<file path="config.mk">
export PLATFORM = sky130hd
export DESIGN_NAME = pong_game_engine_flat
export DESIGN_NICKNAME = d
export VERILOG_FILES = /design/src/rtl/pong_game_engine_if.sv /design/src/rtl/pong_game_engine.sv /design/src/flat_wrapper.sv
export SDC_FILE = /design/constraint.sdc
export NUM_CORES = 1
export LEC_CHECK = 0
export ABC_CLOCK_PERIOD_IN_PS = 7350
export CORE_MARGIN = 2
export CORE_UTILIZATION = 45
export DETAILED_ROUTE_END_ITERATION = 10
export GPL_ROUTABILITY_DRIVEN = 0
export PLACE_DENSITY = 0.67
export SETUP_SLACK_MARGIN = 0.5
export SKIP_LAST_GASP = 1
export SLEW_MARGIN = 30
export SYNTH_ARGS = -nofsm -noshare
export SYNTH_HDL_FRONTEND = slang
export SYNTH_SLANG_ARGS = --single-unit
export TNS_END_PERCENT = 100
</file>
<file path="constraint.sdc">
create_clock -name clk_0 -period 7.35 [get_ports clk_0]
set_input_delay 0.735 -clock clk_0 [delete_from_list [all_inputs] [get_ports clk_0]]
set_output_delay 0.735 -clock clk_0 [all_outputs]
set_load 0.05 [all_outputs]
</file>
<file path="src/rtl/pong_game_engine_if.sv">
// Pong engine bus: frame/key strobes and paddle positions in,
// ball position, visibility, scores and game-flow flags out.
// Ports (master drives inputs of the engine, slave is the engine):
//   frame_tick, key_press, paddle1_ypos, paddle2_ypos  -> engine
//   square_xpos, square_ypos, sq_shown, score_p1, score_p2,
//   game_startup, game_over                            <- engine
interface pong_game_engine_if;
    logic       frame_tick;
    logic       key_press;
    logic [9:0] paddle1_ypos;
    logic [9:0] paddle2_ypos;
    logic [9:0] square_xpos;
    logic [9:0] square_ypos;
    logic       sq_shown;
    logic [3:0] score_p1;
    logic [3:0] score_p2;
    logic       game_startup;
    logic       game_over;

    modport master (
        output frame_tick, key_press, paddle1_ypos, paddle2_ypos,
        input  square_xpos, square_ypos, sq_shown,
        input  score_p1, score_p2, game_startup, game_over
    );

    modport slave (
        input  frame_tick, key_press, paddle1_ypos, paddle2_ypos,
        output square_xpos, square_ypos, sq_shown,
        output score_p1, score_p2, game_startup, game_over
    );
endinterface

</file>
<file path="src/rtl/pong_game_engine.sv">
// Per-frame pong game-state engine: ball motion, wall/paddle bounces,
// scoring, serve hold and startup/play/game-over flow.
// Ports: clk_0 (pixel clock), rst (async, active-high),
//   bus (pong_game_engine_if.slave): strobes/paddles in, ball/score/flags out.
// Optional: define PONG_SPEEDUP_EN to raise x speed every 4th paddle hit.
module pong_game_engine #(
    parameter int H_VIDEO       = 640,
    parameter int V_VIDEO       = 480,
    parameter int SQUARE_WIDTH  = 16,
    parameter int PADDLE_WIDTH  = 12,
    parameter int PADDLE_HEIGHT = 96,
    parameter int PADDLE1_X     = 20,
    parameter int PADDLE2_X     = 608,
    parameter int BALL_SPEED    = 4,
    parameter int WIN_SCORE     = 11,
    parameter int SERVE_FRAMES  = 60
) (
    input logic               clk_0,
    input logic               rst,
    pong_game_engine_if.slave bus
);
    typedef enum logic [1:0] {
        ST_STARTUP, ST_SERVE, ST_PLAY, ST_OVER
    } state_t;

    localparam int CW = $clog2(SERVE_FRAMES);
    localparam logic [10:0] L_H   = 11'(H_VIDEO);
    localparam logic [10:0] L_V   = 11'(V_VIDEO);
    localparam logic [10:0] L_SW  = 11'(SQUARE_WIDTH);
    localparam logic [10:0] L_PW  = 11'(PADDLE_WIDTH);
    localparam logic [10:0] L_PH  = 11'(PADDLE_HEIGHT);
    localparam logic [10:0] L_P1X = 11'(PADDLE1_X);
    localparam logic [10:0] L_P2X = 11'(PADDLE2_X);
    localparam logic [10:0] L_BS  = 11'(BALL_SPEED);
    localparam logic [9:0]  L_XC  = 10'((H_VIDEO - SQUARE_WIDTH) / 2);
    localparam logic [9:0]  L_YC  = 10'((V_VIDEO - SQUARE_WIDTH) / 2);
    localparam logic [9:0]  L_YB  = 10'(V_VIDEO - SQUARE_WIDTH);
    localparam logic [9:0]  L_X1  = 10'(PADDLE1_X + PADDLE_WIDTH + 1);
    localparam logic [9:0]  L_X2  = 10'(PADDLE2_X - SQUARE_WIDTH - 1);
    localparam logic [3:0]  L_WIN = 4'(WIN_SCORE);
    localparam logic [CW-1:0] L_SL = CW'(SERVE_FRAMES - 1);

    state_t        r_state, w_state;
    logic [9:0]    r_x, r_y, w_x, w_y;
    logic          r_dx, r_dy, w_dx, w_dy;   // 1 = right / down
    logic [CW-1:0] r_cnt, w_cnt;
    logic [3:0]    r_s1, r_s2, w_s1, w_s2;
    logic          r_shown, r_start, r_over;
    logic          w_shown, w_start, w_over;

    logic [10:0] w_spd;
    logic [10:0] w_xe, w_ye, w_p1, w_p2;
    logic [10:0] w_xr, w_xl, w_yd, w_yu;
    logic        w_ov1, w_ov2, w_missl, w_missr, w_hit1, w_hit2;
    logic [3:0]  w_s1i, w_s2i;

`ifdef PONG_SPEEDUP_EN
    logic [1:0] r_hits;
    logic [3:0] r_spd;
    logic       w_serve, w_hit;

    // Any entry into SERVE restarts at base speed; in PLAY the
    // x direction only flips on a paddle hit.
    assign w_serve = (w_state == ST_SERVE) && (r_state != ST_SERVE);
    assign w_hit   = (r_state == ST_PLAY) && (w_dx != r_dx);

    always_ff @(posedge clk_0 or posedge rst) begin
        if (rst) begin
            r_hits <= '0;
            r_spd  <= 4'(BALL_SPEED);
        end else if (w_serve) begin
            r_hits <= '0;
            r_spd  <= 4'(BALL_SPEED);
        end else if (w_hit) begin
            r_hits <= r_hits + 2'd1;
            if (r_hits == 2'd3 && r_spd < 4'd8)
                r_spd <= r_spd + 4'd1;
        end
    end

    assign w_spd = {7'd0, r_spd};
`else
    assign w_spd = L_BS;
`endif

    assign w_xe = {1'b0, r_x};
    assign w_ye = {1'b0, r_y};
    assign w_p1 = {1'b0, bus.paddle1_ypos};
    assign w_p2 = {1'b0, bus.paddle2_ypos};
    assign w_xr = w_xe + w_spd;
    assign w_xl = w_xe - w_spd;
    assign w_yd = w_ye + L_BS;
    assign w_yu = w_ye - L_BS;

    assign w_ov1 = (w_ye + L_SW >= w_p1) && (w_ye <= w_p1 + L_PH);
    assign w_ov2 = (w_ye + L_SW >= w_p2) && (w_ye <= w_p2 + L_PH);

    assign w_missl = !r_dx && (w_xe <= w_spd);
    assign w_missr = r_dx && (w_xe + L_SW + w_spd >= L_H - 11'd1);
    assign w_hit1  = !r_dx && (w_xe >= L_P1X)
                   && (w_xe <= L_P1X + L_PW + w_spd) && w_ov1;
    assign w_hit2  = r_dx && (w_xe + L_SW >= L_P2X - w_spd)
                   && (w_xe <= L_P2X + L_PW) && w_ov2;

    assign w_s1i = (r_s1 >= L_WIN) ? r_s1 : r_s1 + 4'd1;
    assign w_s2i = (r_s2 >= L_WIN) ? r_s2 : r_s2 + 4'd1;

    always_comb begin
        w_state = r_state;
        w_x     = r_x;
        w_y     = r_y;
        w_dx    = r_dx;
        w_dy    = r_dy;
        w_cnt   = r_cnt;
        w_s1    = r_s1;
        w_s2    = r_s2;
        w_shown = r_shown;
        w_start = r_start;
        w_over  = r_over;
        case (r_state)
            ST_STARTUP: if (bus.key_press) begin
                w_state = ST_SERVE;
                w_s1    = '0;
                w_s2    = '0;
                w_x     = L_XC;
                w_y     = L_YC;
                w_dx    = 1'b1;
                w_cnt   = '0;
                w_shown = 1'b1;
                w_start = 1'b0;
            end
            ST_SERVE: if (bus.frame_tick) begin
                w_shown = 1'b1;
                if (r_cnt == L_SL) begin
                    w_state = ST_PLAY;
                    w_cnt   = '0;
                end else begin
                    w_cnt = r_cnt + 1'b1;
                end
            end
            ST_PLAY: if (bus.frame_tick) begin
                if (!r_dy && w_ye <= L_BS) begin
                    w_y  = '0;
                    w_dy = 1'b1;
                end else if (r_dy && w_ye + L_SW + L_BS >= L_V) begin
                    w_y  = L_YB;
                    w_dy = 1'b0;
                end else begin
                    w_y = r_dy ? w_yd[9:0] : w_yu[9:0];
                end
                if (w_missl || w_missr) begin
                    // Serve goes back toward the player who missed.
                    w_x     = L_XC;
                    w_y     = L_YC;
                    w_cnt   = '0;
                    w_shown = 1'b0;
                    if (w_missl) w_s2 = w_s2i;
                    else         w_s1 = w_s1i;
                    if ((w_missl ? w_s2i : w_s1i) == L_WIN) begin
                        w_state = ST_OVER;
                        w_over  = 1'b1;
                    end else begin
                        w_state = ST_SERVE;
                    end
                end else if (w_hit1) begin
                    w_x  = L_X1;
                    w_dx = 1'b1;
                end else if (w_hit2) begin
                    w_x  = L_X2;
                    w_dx = 1'b0;
                end else begin
                    w_x = r_dx ? w_xr[9:0] : w_xl[9:0];
                end
            end
            ST_OVER: if (bus.key_press) begin
                w_state = ST_STARTUP;
                w_over  = 1'b0;
                w_start = 1'b1;
            end
            default: w_state = ST_STARTUP;
        endcase
    end

    always_ff @(posedge clk_0 or posedge rst) begin
        if (rst) begin
            r_state <= ST_STARTUP;
            r_x     <= L_XC;
            r_y     <= L_YC;
            r_dx    <= 1'b1;
            r_dy    <= 1'b1;
            r_cnt   <= '0;
            r_s1    <= '0;
            r_s2    <= '0;
            r_shown <= 1'b0;
            r_start <= 1'b1;
            r_over  <= 1'b0;
        end else begin
            r_state <= w_state;
            r_x     <= w_x;
            r_y     <= w_y;
            r_dx    <= w_dx;
            r_dy    <= w_dy;
            r_cnt   <= w_cnt;
            r_s1    <= w_s1;
            r_s2    <= w_s2;
            r_shown <= w_shown;
            r_start <= w_start;
            r_over  <= w_over;
        end
    end

    assign bus.square_xpos  = r_x;
    assign bus.square_ypos  = r_y;
    assign bus.sq_shown     = r_shown;
    assign bus.score_p1     = r_s1;
    assign bus.score_p2     = r_s2;
    assign bus.game_startup = r_start;
    assign bus.game_over    = r_over;
endmodule

</file>
<file path="src/flat_wrapper.sv">
// flat-port wrapper written by rule: the top's interface ports become plain ports
module pong_game_engine_flat 
#(
    parameter int H_VIDEO       = 640,
    parameter int V_VIDEO       = 480,
    parameter int SQUARE_WIDTH  = 16,
    parameter int PADDLE_WIDTH  = 12,
    parameter int PADDLE_HEIGHT = 96,
    parameter int PADDLE1_X     = 20,
    parameter int PADDLE2_X     = 608,
    parameter int BALL_SPEED    = 4,
    parameter int WIN_SCORE     = 11,
    parameter int SERVE_FRAMES  = 60
)
  (clk_0, rst, bus_frame_tick, bus_key_press, bus_paddle1_ypos, bus_paddle2_ypos, bus_square_xpos, bus_square_ypos, bus_sq_shown, bus_score_p1, bus_score_p2, bus_game_startup, bus_game_over);
  pong_game_engine_if bus_i ();
  input logic clk_0;
  input logic rst;
  input wire logic [$bits(bus_i.frame_tick)-1:0] bus_frame_tick;
  input wire logic [$bits(bus_i.key_press)-1:0] bus_key_press;
  input wire logic [$bits(bus_i.paddle1_ypos)-1:0] bus_paddle1_ypos;
  input wire logic [$bits(bus_i.paddle2_ypos)-1:0] bus_paddle2_ypos;
  output wire logic [$bits(bus_i.square_xpos)-1:0] bus_square_xpos;
  output wire logic [$bits(bus_i.square_ypos)-1:0] bus_square_ypos;
  output wire logic [$bits(bus_i.sq_shown)-1:0] bus_sq_shown;
  output wire logic [$bits(bus_i.score_p1)-1:0] bus_score_p1;
  output wire logic [$bits(bus_i.score_p2)-1:0] bus_score_p2;
  output wire logic [$bits(bus_i.game_startup)-1:0] bus_game_startup;
  output wire logic [$bits(bus_i.game_over)-1:0] bus_game_over;
  assign bus_i.frame_tick = bus_frame_tick;
  assign bus_i.key_press = bus_key_press;
  assign bus_i.paddle1_ypos = bus_paddle1_ypos;
  assign bus_i.paddle2_ypos = bus_paddle2_ypos;
  assign bus_square_xpos = bus_i.square_xpos;
  assign bus_square_ypos = bus_i.square_ypos;
  assign bus_sq_shown = bus_i.sq_shown;
  assign bus_score_p1 = bus_i.score_p1;
  assign bus_score_p2 = bus_i.score_p2;
  assign bus_game_startup = bus_i.game_startup;
  assign bus_game_over = bus_i.game_over;
  pong_game_engine #(.H_VIDEO(H_VIDEO), .V_VIDEO(V_VIDEO), .SQUARE_WIDTH(SQUARE_WIDTH), .PADDLE_WIDTH(PADDLE_WIDTH), .PADDLE_HEIGHT(PADDLE_HEIGHT), .PADDLE1_X(PADDLE1_X), .PADDLE2_X(PADDLE2_X), .BALL_SPEED(BALL_SPEED), .WIN_SCORE(WIN_SCORE), .SERVE_FRAMES(SERVE_FRAMES)) u_core (.clk_0(clk_0), .rst(rst), .bus(bus_i));
endmodule
</file>
; Word-level counts from Yosys, hierarchy flattened
; Index checks and enable logic that the tools add are counted.
[totals]
word_cells = 142
output_inout_bits = 31
inputBits = 24
regBits = 41
[classes]
n_eq_ne = 16
add_sub_neg = 13
n_reduce_logical = 30
n_lt_le_gt_ge = 14
mux = 58
[ops]
columns = op, count
row1 = 10-bit two-way mux, 12
row2 = 4-bit two-way mux, 10
row3 = 10-bit case mux with 2 select lines, 2
row4 = 6-bit two-way mux, 5
row5 = 5-bit AND reduction, 5
row6 = "10-bit by 5-bit adder with 11-bit output, second input constant", 2
row7 = "10-bit by 7-bit adder with 11-bit output, second input constant", 2
row8 = "11-bit by 3-bit adder with 11-bit output, second input constant", 2
row9 = 11-bit by 10-bit greater-or-equal comparator with 1-bit output, 2
row10 = "11-bit by 10-bit greater-or-equal comparator with 1-bit output, second input constant", 2
row11 = 10-bit by 11-bit less-or-equal comparator with 1-bit output, 2
row12 = "10-bit by 3-bit adder with 10-bit output, second input constant", 2
row13 = "10-bit by 3-bit less-or-equal comparator with 1-bit output, second input constant", 2
row14 = "10-bit by 3-bit subtractor with 10-bit output, second input constant", 2
row15 = 6-bit case mux with 3 select lines, 1
row16 = 4-bit case mux with 2 select lines, 2
row17 = 1-bit two-way mux, 14
row18 = 2-bit two-way mux, 7
row19 = 1-bit logical AND, 12
row20 = "2-bit inequality test, second input constant", 6
row21 = "11-bit by 9-bit greater-or-equal comparator with 1-bit output, second input constant", 1
row22 = "10-bit by 5-bit greater-or-equal comparator with 1-bit output, second input constant", 1
row23 = "10-bit less-or-equal comparator, second input constant", 1
row24 = "10-bit by 6-bit less-or-equal comparator with 1-bit output, second input constant", 1
row25 = other kinds (19), 33

; Logic depth before layout (Yosys ltp)
[logic_depth]
ltp_word = 10
depth_mapped = 12
depth_no_buf = 12

; Least setup slack after synthesis
; Ideal clock, no wire load.
[synth_timing]
path_type = reg-to-reg
from = reg u_core.r_y[4] (netlist: u_core.bus.square_ypos[4])
to = reg u_core.r_x[5] (netlist: u_core.bus.square_xpos[5])
t_arrival_ns = 3.195
path_buffers = 0
path_stages_with_launch = 11
setup_slack_ns = 4.076
period_less_slack_ns = 3.274
setup_ns = 0.079
required_ns = 7.271
cell_sequence = dfrtp_1 -> ha_1 -> and3_1 -> xor2_1 -> ha_1 -> o211a_1 -> a2111o_1 -> o211ai_1 -> o2111ai_1 -> o21bai_1 -> a22o_1
[synth_between]
elab_chain_cells = 9
word_cells_on_any_way = 14
classes_between = add/sub (1) / order compare (4) / mux (5) / reduce/logical (4)
[synth_lines]
columns = item, line
row1 = from (decl), pong_game_engine.sv:44  ; logic [9:0] r_x, r_y, w_x, w_y;
row2 = from (signal assigned), pong_game_engine.sv:200  ; r_y <= w_y;
row3 = 10-bit by 5-bit adder with 11-bit output, "pong_game_engine.sv:95, pong_game_engine.sv:96"
row4 = 11-bit by 10-bit greater-or-equal comparator with 1-bit output, pong_game_engine.sv:96  ; assign w_ov2 = (w_ye + L_SW >= w_p2) && (w_ye <= w_p2 + L_PH);
row5 = 1-bit logical AND, pong_game_engine.sv:96
row6 = 1-bit logical AND, pong_game_engine.sv:103  ; && (w_xe <= L_P2X + L_PW) && w_ov2;
row7 = 10-bit two-way mux, pong_game_engine.sv:168  ; end else if (w_hit2) begin
row8 = 10-bit two-way mux (*), pong_game_engine.sv:165  ; end else if (w_hit1) begin
row9 = 10-bit two-way mux (*), pong_game_engine.sv:151  ; if (w_missl || w_missr) begin
row10 = 10-bit two-way mux (*), pong_game_engine.sv:141  ; ST_PLAY: if (bus.frame_tick) begin
row11 = 10-bit case mux with 2 select lines (*), pong_game_engine.sv:120  ; case (r_state)
row12 = to (signal assigned), pong_game_engine.sv:199  ; r_x <= w_x;
row13 = to (decl), pong_game_engine.sv:44
; Every way passes the cells marked *; elsewhere a longest branch is shown, timed or not. The select of a mux whose other input is x is not followed.
; A chain may end at the register's enable or synchronous reset.

; Worst setup path after layout
[layout_timing]
from = reg u_core.r_y[5] (netlist: u_core.bus.square_ypos[5])
to = reg u_core.r_x[5] (netlist: u_core.bus.square_xpos[5])
; Same word-level chain as after synthesis.

==> reports/qor.txt <==
actual slew at the worst max-slew pin: 0.6603 ns
count of input and output buffers: 52
Total Power: 1.287 mW
post-cts sizing count: 0
number of core rows: 34
post-route DRC violation count: 0
vias post-DR: 3,907
startpoint class of the critical path: register
maximum number of pins on one net before global-route repair: 40
Root Buffer Master: clkbuf_8
leak pwr: 2.093 nW
crit path kind: register to register
H-tree depth reported by CTS: 2
number of warnings issued by yosys: 0
cell chain of the critical path: ha_1 > and3_1 > xor2_1 > ha_1 > o211a_1 > a2111o_1 > o211ai_1 > o2111ai_1 > o21bai_1 > a22o_1
Clock Skews: 0.01187 ns
Pre-antenna DRT Iters: 5
mux cell area share after synthesis: 1.040%
synthesized cell area: 4091 um^2
vias per std cell: 6.020
run status: complete, no violations
async set or reset register ratio after synthesis: 100.0%
drt first-iter violations: 246
CP arrival: 3.84 ns
final HPWL from detailed placement: 7984 um
initial antenna violation count: 0
total gr overflow: 0
maxcap violations: 0
final cell count without fillers: 649
most common library cell in the layout ignoring fill and taps: clkdlybuf4s50_1
drt wl/cell: 16.40 um
Die Width: 99.35 um
final clock period utilization by the worst path: 48.99%
data required time at the worst endpoint: 7.59 ns
Max-Slew Margin vs Limit: 55.79%
Starting Density: 46.69%
placed insts: 641
TritonCTS clock tree: done
Gate Count Post-Synth: 502
Final Slew Violations: 0
Post-Synthesis Mean Instance Area: 8.150 um^2
final count of hold timing violations: 0
Die ar.: 9870 um^2
EDFF count, synth: 0
path class of the lowest-slack min-delay path: register to register
commonest cells after routing, fill and taps aside: 52 x clkdlybuf4s50_1, 48 x ha_1, 43 x nand2_1
leading register cell type out of synthesis: dfrtp_1
number of post-CTS setup repair buffers: 0
overall routed net length: 10,640 um
upper clock frequency limit: 0.2777 GHz
count of state elements after synthesis: 39
Inserted Clock Buffers: 5
fill cell total of the finished layout: 861
Largest stage delay, worst path: 0.68 ns
Power per Cell Area: 269.9 nW/um^2
critical-path maximum fanout: 11
complex-gate fraction of the synthesized area: 27.86%
most used cell, CP: ha_1
sink count of the clock tree: 39
IR drop worst, VDD: 0.1876 mV
Setup crit end kind: register
post-synthesis cell type with the largest combined area: dfrtp_1
diode insertion count for antenna repair: 0
master of the slowest instance on the critical path: dfstp_2
portion of synthesized cell area occupied by the leading cell type: 17.13%
total global-route track usage: 22.19%
Bufs on Longest Clock Path: 2
largest family of logic cells by synthesized area: compound AO/OA/AOI/OAI gates
share of synthesized cell area in full adder, half adder and majority cells: 14.68%
main area contributors after synthesis: dfrtp_1 17%, ha_1 15%, dfstp_2 7.1%, nand2_1 3.9%, o21ai_0 3.8%
reg2reg setup slack: 3.75 ns
sequential area share after synthesis: 24.19%
Layout Utilization: 54.40%
placeable core region: 8763 um^2
count of cell types in the netlist: 76
number of nets with antenna violations after detailed routing: 0
post-synthesis simple-gate area fraction: 21.96%
Final #Nets: 612
post-synthesis to final-layout area growth: 16.51%
logic depth of the worst register-to-register path: 10
count of boundary I/O pins: 55
Chip Height: 99.35 um
post-layout minimum cycle time: 3.601 ns
share of post-route cells with drive strength above 1: 7.024%
Hold Path Cell Cnt: 1
later-pin clock latency in the skew report: 0.30 ns
number of global-route vias before repair: 3,704
first-pass GRT wire length: 18,180 um
parity-gate share of the synthesized area counting xor and xnor cells: 3.792%
final total negative setup slack: 0 ns
RSZ-0062 raised after global routing: no
Final setup violation count: 0
quantity of hold-fixing buffers added after cts: 0
post-CTS clock slew at the launch and capture registers of the worst setup and hold paths: 0.08 ns
==> registers in the layout, summed over array words and instances (netlist names) <==
signal                   cells
u_core.bus.sq_shown          1
u_core.bus.score_p2          4
u_core.bus.score_p1          4
u_core.r_dx                  1
u_core.r_cnt                 6
u_core.bus.game_over         1
u_core.r_dy                  1
u_core.r_state               2
u_core.bus.game_startup      1
u_core.bus.square_ypos       8
u_core.bus.square_xpos      10
==> worst paths after layout <==
path / endpoint / from
max reg2reg: u_core.bus.square_xpos[5]$_DFFE_PP1P_ / u_core.bus.square_ypos[5]$_DFFE_PP1P_
min in group asynchronous: u_core.bus.score_p1[2]$_DFFE_PP0P_ / rst
max: u_core.bus.square_xpos[5]$_DFFE_PP1P_ / u_core.bus.square_ypos[5]$_DFFE_PP1P_
min reg2reg: u_core.r_cnt[5]$_DFFE_PP0P_ / u_core.r_cnt[5]$_DFFE_PP0P_
max in group asynchronous: u_core.bus.square_ypos[3]$_DFFE_PP1P_ / rst
min: u_core.r_cnt[5]$_DFFE_PP0P_ / u_core.r_cnt[5]$_DFFE_PP0P_
==> cells by family after synthesis <==
family / count (synthesis)
xor+xnor: 16
fa+ha+maj: 48
other cells: 1
simple gates: 171
mux: 4
flops: 39
buf+inv: 62
compound gates: 161
==> where the power goes <==
| group | leakage, nW | switching (mW) | internal, mW | total (mW) |
|---|---|---|---|---|
| clock | 0.0612 | 0.0784 | 0.110 | 0.188 |
| sequential | 0.494 | 0.118 | 0.267 | 0.385 |
| combinational | 1.54 | 0.433 | 0.281 | 0.713 |
| total | 2.09 | 0.629 | 0.658 | 1.29 |
==> cell usage after synthesis, drive strengths merged (3+ instances only) <==
master / instances
and3b: 3
o2111ai: 5
dfstp: 11
a211oi: 3
clkbuf: 12
a21oi: 26
a31oi: 8
o31ai: 6
a211o: 3
or3: 8
a22oi: 5
o21ai: 33
a21o: 12
o211ai: 12
ha: 48
and2: 3
nand4: 9
inv: 38
o211a: 4
nand2b: 6
nand4b: 3
buf: 12
a41oi: 4
xnor2: 10
nor3: 10
nand2: 43
xor2: 6
nor2b: 7
nor3b: 5
o22a: 3
and3: 9
nand3: 21
nor2: 30
o22ai: 5
dfrtp: 28
==> critical path, delay by kind of cell (launching register included) <==
| family | cells | cell delay [ns] |
|---|---|---|
| compound gates | 6 | 1.74 |
| flops | 1 | 0.68 |
| fa+ha+maj | 2 | 0.61 |
| simple gates | 1 | 0.26 |
| xor+xnor | 1 | 0.25 |
==> routing by layer <==
metal  vias to the layer above  wire (um)  global-route usage (%)  part of all wire [%]
met2                        93       4857                   35.86                    46
li1                       1952          -                       -                     -
met3                        14        429                   2.460                   4.0
met1                      1848       5201                   31.97                    49
met5                         -          0                       0                     0
met4                         0        153                   5.163                   1.4
==> through the flow <==
stage                     cell area [um^2]  hold slack [ns]  setup WS [ns]
final                                 4767           0.5252          3.749
after global routing                  4767           0.5752          3.432
after floorplan                       4095           0.4643          4.076
after CTS                             4765           0.5317          3.752
after global placement                4647           0.5035          3.667
after detailed placement              4647           0.5166          3.532
==> cell type report <==
class                   instances  area [um^2]  area share, %
well taps                     108        135.1          2.835
clock buffers                   6        82.58          1.732
repair buffers                 54        535.5          11.23
clock inverters                 2        35.03         0.7349
multi-input cells             402         2846          59.71
flip-flops and latches         39        989.7          20.76
inverters                      38        142.6          2.992
No activity file was read; power rests on OpenSTA's default activity.
